<file path="src/rtl/ex_hilo.sv">
// EX stage with EX/MEM pipeline register and optional HI/LO special registers.
// Define MOVE_OP_EN to build HI/LO storage and the MFHI/MFLO/MTHI/MTLO operations.
module ex_hilo (
   input  logic        clk,
   input  logic        rst,
   input  logic        stall_i,
   input  logic        flush_i,
   input  logic [7:0]  aluop_i,
   input  logic [2:0]  alusel_i,
   input  logic [31:0] reg1_i,
   input  logic [31:0] reg2_i,
   input  logic [4:0]  wd_i,
   input  logic        wreg_i,
   output logic        ex_wreg_o,
   output logic [4:0]  ex_wd_o,
   output logic [31:0] ex_wdata_o,
   output logic        mem_wreg_o,
   output logic [4:0]  mem_wd_o,
   output logic [31:0] mem_wdata_o,
   output logic [31:0] hi_o,
   output logic [31:0] lo_o
);

   localparam logic [7:0] OP_AND  = 8'h24;
   localparam logic [7:0] OP_OR   = 8'h25;
   localparam logic [7:0] OP_XOR  = 8'h26;
   localparam logic [7:0] OP_NOR  = 8'h27;
   localparam logic [7:0] OP_SLL  = 8'h7C;
   localparam logic [7:0] OP_SRL  = 8'h02;
   localparam logic [7:0] OP_SRA  = 8'h03;
   localparam logic [7:0] OP_MOVZ = 8'h0A;
   localparam logic [7:0] OP_MOVN = 8'h0B;
   localparam logic [7:0] OP_MFHI = 8'h10;
   localparam logic [7:0] OP_MTHI = 8'h11;
   localparam logic [7:0] OP_MFLO = 8'h12;
   localparam logic [7:0] OP_MTLO = 8'h13;

   typedef enum logic [2:0] {
      SEL_NOP   = 3'd0,
      SEL_LOGIC = 3'd1,
      SEL_SHIFT = 3'd2,
      SEL_MOVE  = 3'd3
   } alusel_e;

   // A pipeline slot advances only when neither flushed nor stalled.
   logic advance;
   assign advance = !flush_i && !stall_i;

`ifdef MOVE_OP_EN
   logic [31:0] hi;
   logic [31:0] lo;

   // MTHI/MTLO commit on the same edge the op leaves EX, so a following MFHI/MFLO
   // reads the new value straight from the register without a bypass.
   always_ff @(posedge clk) begin
      // NOTE: sequential state uses non-blocking assignments so every register
      // samples pre-edge values regardless of process ordering.
      if (rst) begin
         hi <= '0;
         lo <= '0;
      end else if (advance) begin
         if (aluop_i == OP_MTHI) hi <= reg1_i;
         if (aluop_i == OP_MTLO) lo <= reg1_i;
      end
   end

   assign hi_o = hi;
   assign lo_o = lo;
`else
   assign hi_o = '0;
   assign lo_o = '0;
`endif

   always_comb begin
      // NOTE: every output gets a default first so no path leaves it unassigned
      // and no latch is inferred.
      ex_wdata_o = '0;
      ex_wreg_o  = wreg_i;
      ex_wd_o    = wd_i;

      case (alusel_e'(alusel_i))
         SEL_LOGIC: begin
            case (aluop_i)
               OP_AND:  ex_wdata_o = reg1_i & reg2_i;
               OP_OR:   ex_wdata_o = reg1_i | reg2_i;
               OP_XOR:  ex_wdata_o = reg1_i ^ reg2_i;
               OP_NOR:  ex_wdata_o = ~(reg1_i | reg2_i);
               default: ex_wdata_o = '0;
            endcase
         end
         SEL_SHIFT: begin
            case (aluop_i)
               OP_SLL:  ex_wdata_o = reg2_i << reg1_i[4:0];
               OP_SRL:  ex_wdata_o = reg2_i >> reg1_i[4:0];
               OP_SRA:  ex_wdata_o = $unsigned($signed(reg2_i) >>> reg1_i[4:0]);
               default: ex_wdata_o = '0;
            endcase
         end
         SEL_MOVE: begin
            case (aluop_i)
               OP_MOVZ, OP_MOVN: ex_wdata_o = reg1_i;
`ifdef MOVE_OP_EN
               OP_MFHI:          ex_wdata_o = hi;
               OP_MFLO:          ex_wdata_o = lo;
`endif
               default:          ex_wdata_o = '0;
            endcase
         end
         default: ex_wdata_o = '0;
      endcase

`ifndef MOVE_OP_EN
      // Without HI/LO the reads have nothing to return and must not write back.
      if (aluop_i == OP_MFHI || aluop_i == OP_MFLO) begin
         ex_wreg_o  = 1'b0;
         ex_wdata_o = '0;
      end
      if (aluop_i == OP_MTHI || aluop_i == OP_MTLO) ex_wdata_o = '0;
`endif

      if (rst) begin
         ex_wreg_o  = 1'b0;
         ex_wd_o    = '0;
         ex_wdata_o = '0;
      end
   end

   always_ff @(posedge clk) begin
      if (rst || flush_i) begin
         mem_wreg_o  <= 1'b0;
         mem_wd_o    <= '0;
         mem_wdata_o <= '0;
      end else if (!stall_i) begin
         mem_wreg_o  <= ex_wreg_o;
         mem_wd_o    <= ex_wd_o;
         mem_wdata_o <= ex_wdata_o;
      end
   end

endmodule

</file>
<file path="config.mk">
export PLATFORM = sky130hd
export DESIGN_NAME = ex_hilo
export DESIGN_NICKNAME = d
export VERILOG_FILES = /design/src/rtl/ex_hilo.sv
export SDC_FILE = /design/constraint.sdc
export NUM_CORES = 1
export LEC_CHECK = 0
export CAP_MARGIN = 0
export CORE_ASPECT_RATIO = 0.9
export CORE_MARGIN = 4
export CORE_UTILIZATION = 30
export CTS_CLUSTER_SIZE = 28
export DETAILED_ROUTE_END_ITERATION = 8
export PLACE_DENSITY_LB_ADDON = 0.12
export SLEW_MARGIN = 20
export SYNTH_ARGS = -nofsm -noshare
export SYNTH_HDL_FRONTEND = slang
export SYNTH_SLANG_ARGS = --single-unit
</file>
<file path="constraint.sdc">
create_clock -name clk -period 2.3 [get_ports clk]
set_clock_uncertainty 0.1 [all_clocks]
set_input_delay 0.23 -clock clk [delete_from_list [all_inputs] [get_ports clk]]
set_output_delay 0.23 -clock clk [all_outputs]
set_load 0.02 [all_outputs]
</file>
==> reports/qor.csv <==
metric,value,unit
Storage cell area,761,um^2
Yosys reg bits,38,
"count leader, synth",nand2_1,
drt wl/cell,26.0,um
CP arrival,2.49,ns
io pins,225,
setup violators final,37,
Placer Congestion,0.994,
cell family with most CP delay,compound AO/OA/AOI/OAI gates,
PwrDens,251,mW/mm^2
Synth Area per Inst,8.07,um^2
final worst-path cycle share,123,%
post-synthesis sequential area ratio,8.38,%
Synth area leader,mux4_2,
Max Clk Rate,354,MHz
number of global-route vias before repair,11500,
Slew headroom,56.0,%
number of detailed-route iterations in the first pass,6,
initial core utilization,30.4,%
die area,0.0331,mm^2
cts hold-fix bufs,0,
dpl hpwl,43500,um
via count,12000,
"Hold Vio Cnt, Final",0,
"EDFF count, synth",0,
Final Instance Area,0.0172,mm^2
Worst setup SP type,input port,
Worst VDD drop,0.000295,V
Critical Path Most Common Cell,buf_4,
Tightest Hold Check Type,reg -> reg,
CTS Buffer Depth,2,
Max Cap Viol,0,
critical path type,in -> out,
Slowest cell on crit path,mux4_2,
crit path time final,2.82,ns
Static Leak,7.61,nW
Std-Cell Rows,60,
status,finished with violations,
Syn. warnings,0,
fin nets,1900,
TritonCTS Buffers,5,
Buf/Inv on CP,5,
CTS root buf,clkbuf_16,
cell area after placement,0.0140,mm^2
Multi-input gate area,0.00880,mm^2
# clock sinks,38,
top post-synthesis cells by count,"86 x nand2_1, 84 x mux2i_1, 78 x nor2_1",
crit-path max cell delay,0.61,ns
failing checks,negative setup slack,
synth top area cells,"mux4_2 16%, mux2i_1 9.3%, ha_1 9.1%",
ANT cells,0,
port bufs,160,
grt ovf,0,
Final Routed Wirelength,56000,um
share of post-route cells with drive strength above 1,55.6,%
crit-path cells,"buf_16, buf_16, buf_4, mux4_2, o22ai_4, a31o_4, o211ai_1, a222oi_1, buf_4, nor2_1, buf_4",
initial antenna violation count,0,
Die H,173,um
Netlist Area Pre-Place,0.00908,mm^2
"Async S/R FF share, synth",0,%
Worst Setup End Kind,primary output,
RSZ-0062 raised after global routing,yes,
Crit Path Max Fanout,7,
fill count,2776,
Clock Latency Late Sink,0.28,ns
CTS tree,done,
ANT nets after route,0,
Mapped Cells,1126,
total power,4.32,mW
Cell variety after synth,80,
drc violations,0,
area grow syn2layout,89.3,%
CTS H-tree lvls,2,
first-pass GRT wire length,79400,um
predominant post-synthesis flop cell,dfxtp_1,
overall global routing resource usage,32.1,%
worst slew pin tran,0.657,ns
largest net degree at the start of global routing,50,
clock slew at reported path FFs,0.05,ns
worst hold margin,0.353,ns
"Slew Viols, Final",0,
DR iter-0 viols,1007,
share of the synthesized area in the top cell type,16.1,%
Die X,191,um
min setup slack post-route,-0.524,ns
core area,0.0299,mm^2
Avg Vias per Cell,5.56,
fin util,57.5,%
WP data required,1.97,ns
layout by cell type, fill, tap and decap left out, types with 23 or more instances in the layout:
cell             count
buf_12              23
buf_6              120
buf_4              455
nand2_1             81
ha_1                63
clkdlybuf4s50_1     77
dfxtp_1             38
o21ai_0             44
nor2_1              54
mux2i_1             63
conb_1              64
inv_1               63
mux4_2              65
xnor2_1             26
flip-flops by register name (all words and copies together) (netlist names):
register     count
mem_wd_o         5
mem_wdata_o     32
mem_wreg_o       1
what timing repair did:
action | CTS | global route
gates resized for setup | 662 | 132
cloned | 14 | 1
setup endpoints to repair | 65 | 39
buffers inserted | 100 | 48
pin swaps | 96 | 71
routing by layer:
metal  vias up  global-route usage (%)  share of wire, %
met1      5855                    44.5                42
met4         0                    11.2               4.7
li1       5327                       -                 -
met3       138                    6.34               9.1
met5         -                       0                 0
met2       644                    49.6                44
worst min-delay path, stage by stage (launching register included):
cell     delay [ns]
dfxtp_1        0.31
nand2_1        0.05
o21ai_1        0.05
final cells by class:
class                           instances  share of cell area [%]
Multi-Input combinational cell        905                    51.2
Clock inverter                          2                  0.0582
Tap cell                              403                    2.93
Timing Repair Buffer                  731                    39.1
Inverter                               68                    1.54
Sequential cell                        38                    4.43
Clock buffer                            5                   0.728
path summary, 6_finish.rpt:
path | startpoint | to | slack (ns) | depth (start not counted)
worst max-delay path | reg1_i[0] | ex_wdata_o[21] | -0.52 | 11
worst min register to register | mem_wdata_o[13]$_SDFFE_PP0N_ | mem_wdata_o[13]$_SDFFE_PP0N_ | 0.35 | 2
worst min-delay path | mem_wdata_o[13]$_SDFFE_PP0N_ | mem_wdata_o[13]$_SDFFE_PP0N_ | 0.35 | 2
worst max register to register | mem_wdata_o[23]$_SDFFE_PP0N_ | mem_wdata_o[23]$_SDFFE_PP0N_ | 1.38 | 2
kinds of logic after synthesis:
logic type / after synthesis / share of synthesized area (%)
simple gates: 294 / 15.7
fa+ha+maj: 66 / 9.09
mux: 177 / 28.9
xor+xnor: 32 / 3.09
flops: 38 / 8.38
compound gates: 272 / 21.0
other cells: 1 / 0.0413
buf+inv: 246 / 13.8
stage by stage:
stage / setup WS [ns] / setup TNS (ns) / instances
finish: -0.524 / -11.81 / 2152
global route: -0.582 / -13.00 / 2152
CTS: -0.466 / -10.96 / 2120
detailed placement: -1.53 / -62.14 / 2012
global placement: -1.50 / -64.29 / 2012
floorplan: -0.0942 / -0.380 / 1189
power by group:
group	internal (mW)	total (mW)	switching [mW]
registers	0.663	0.665	0.00214
clock network	0.391	0.660	0.269
logic	1.49	3.00	1.51
total	2.54	4.32	1.78
No activity file was read; power rests on OpenSTA's default activity.
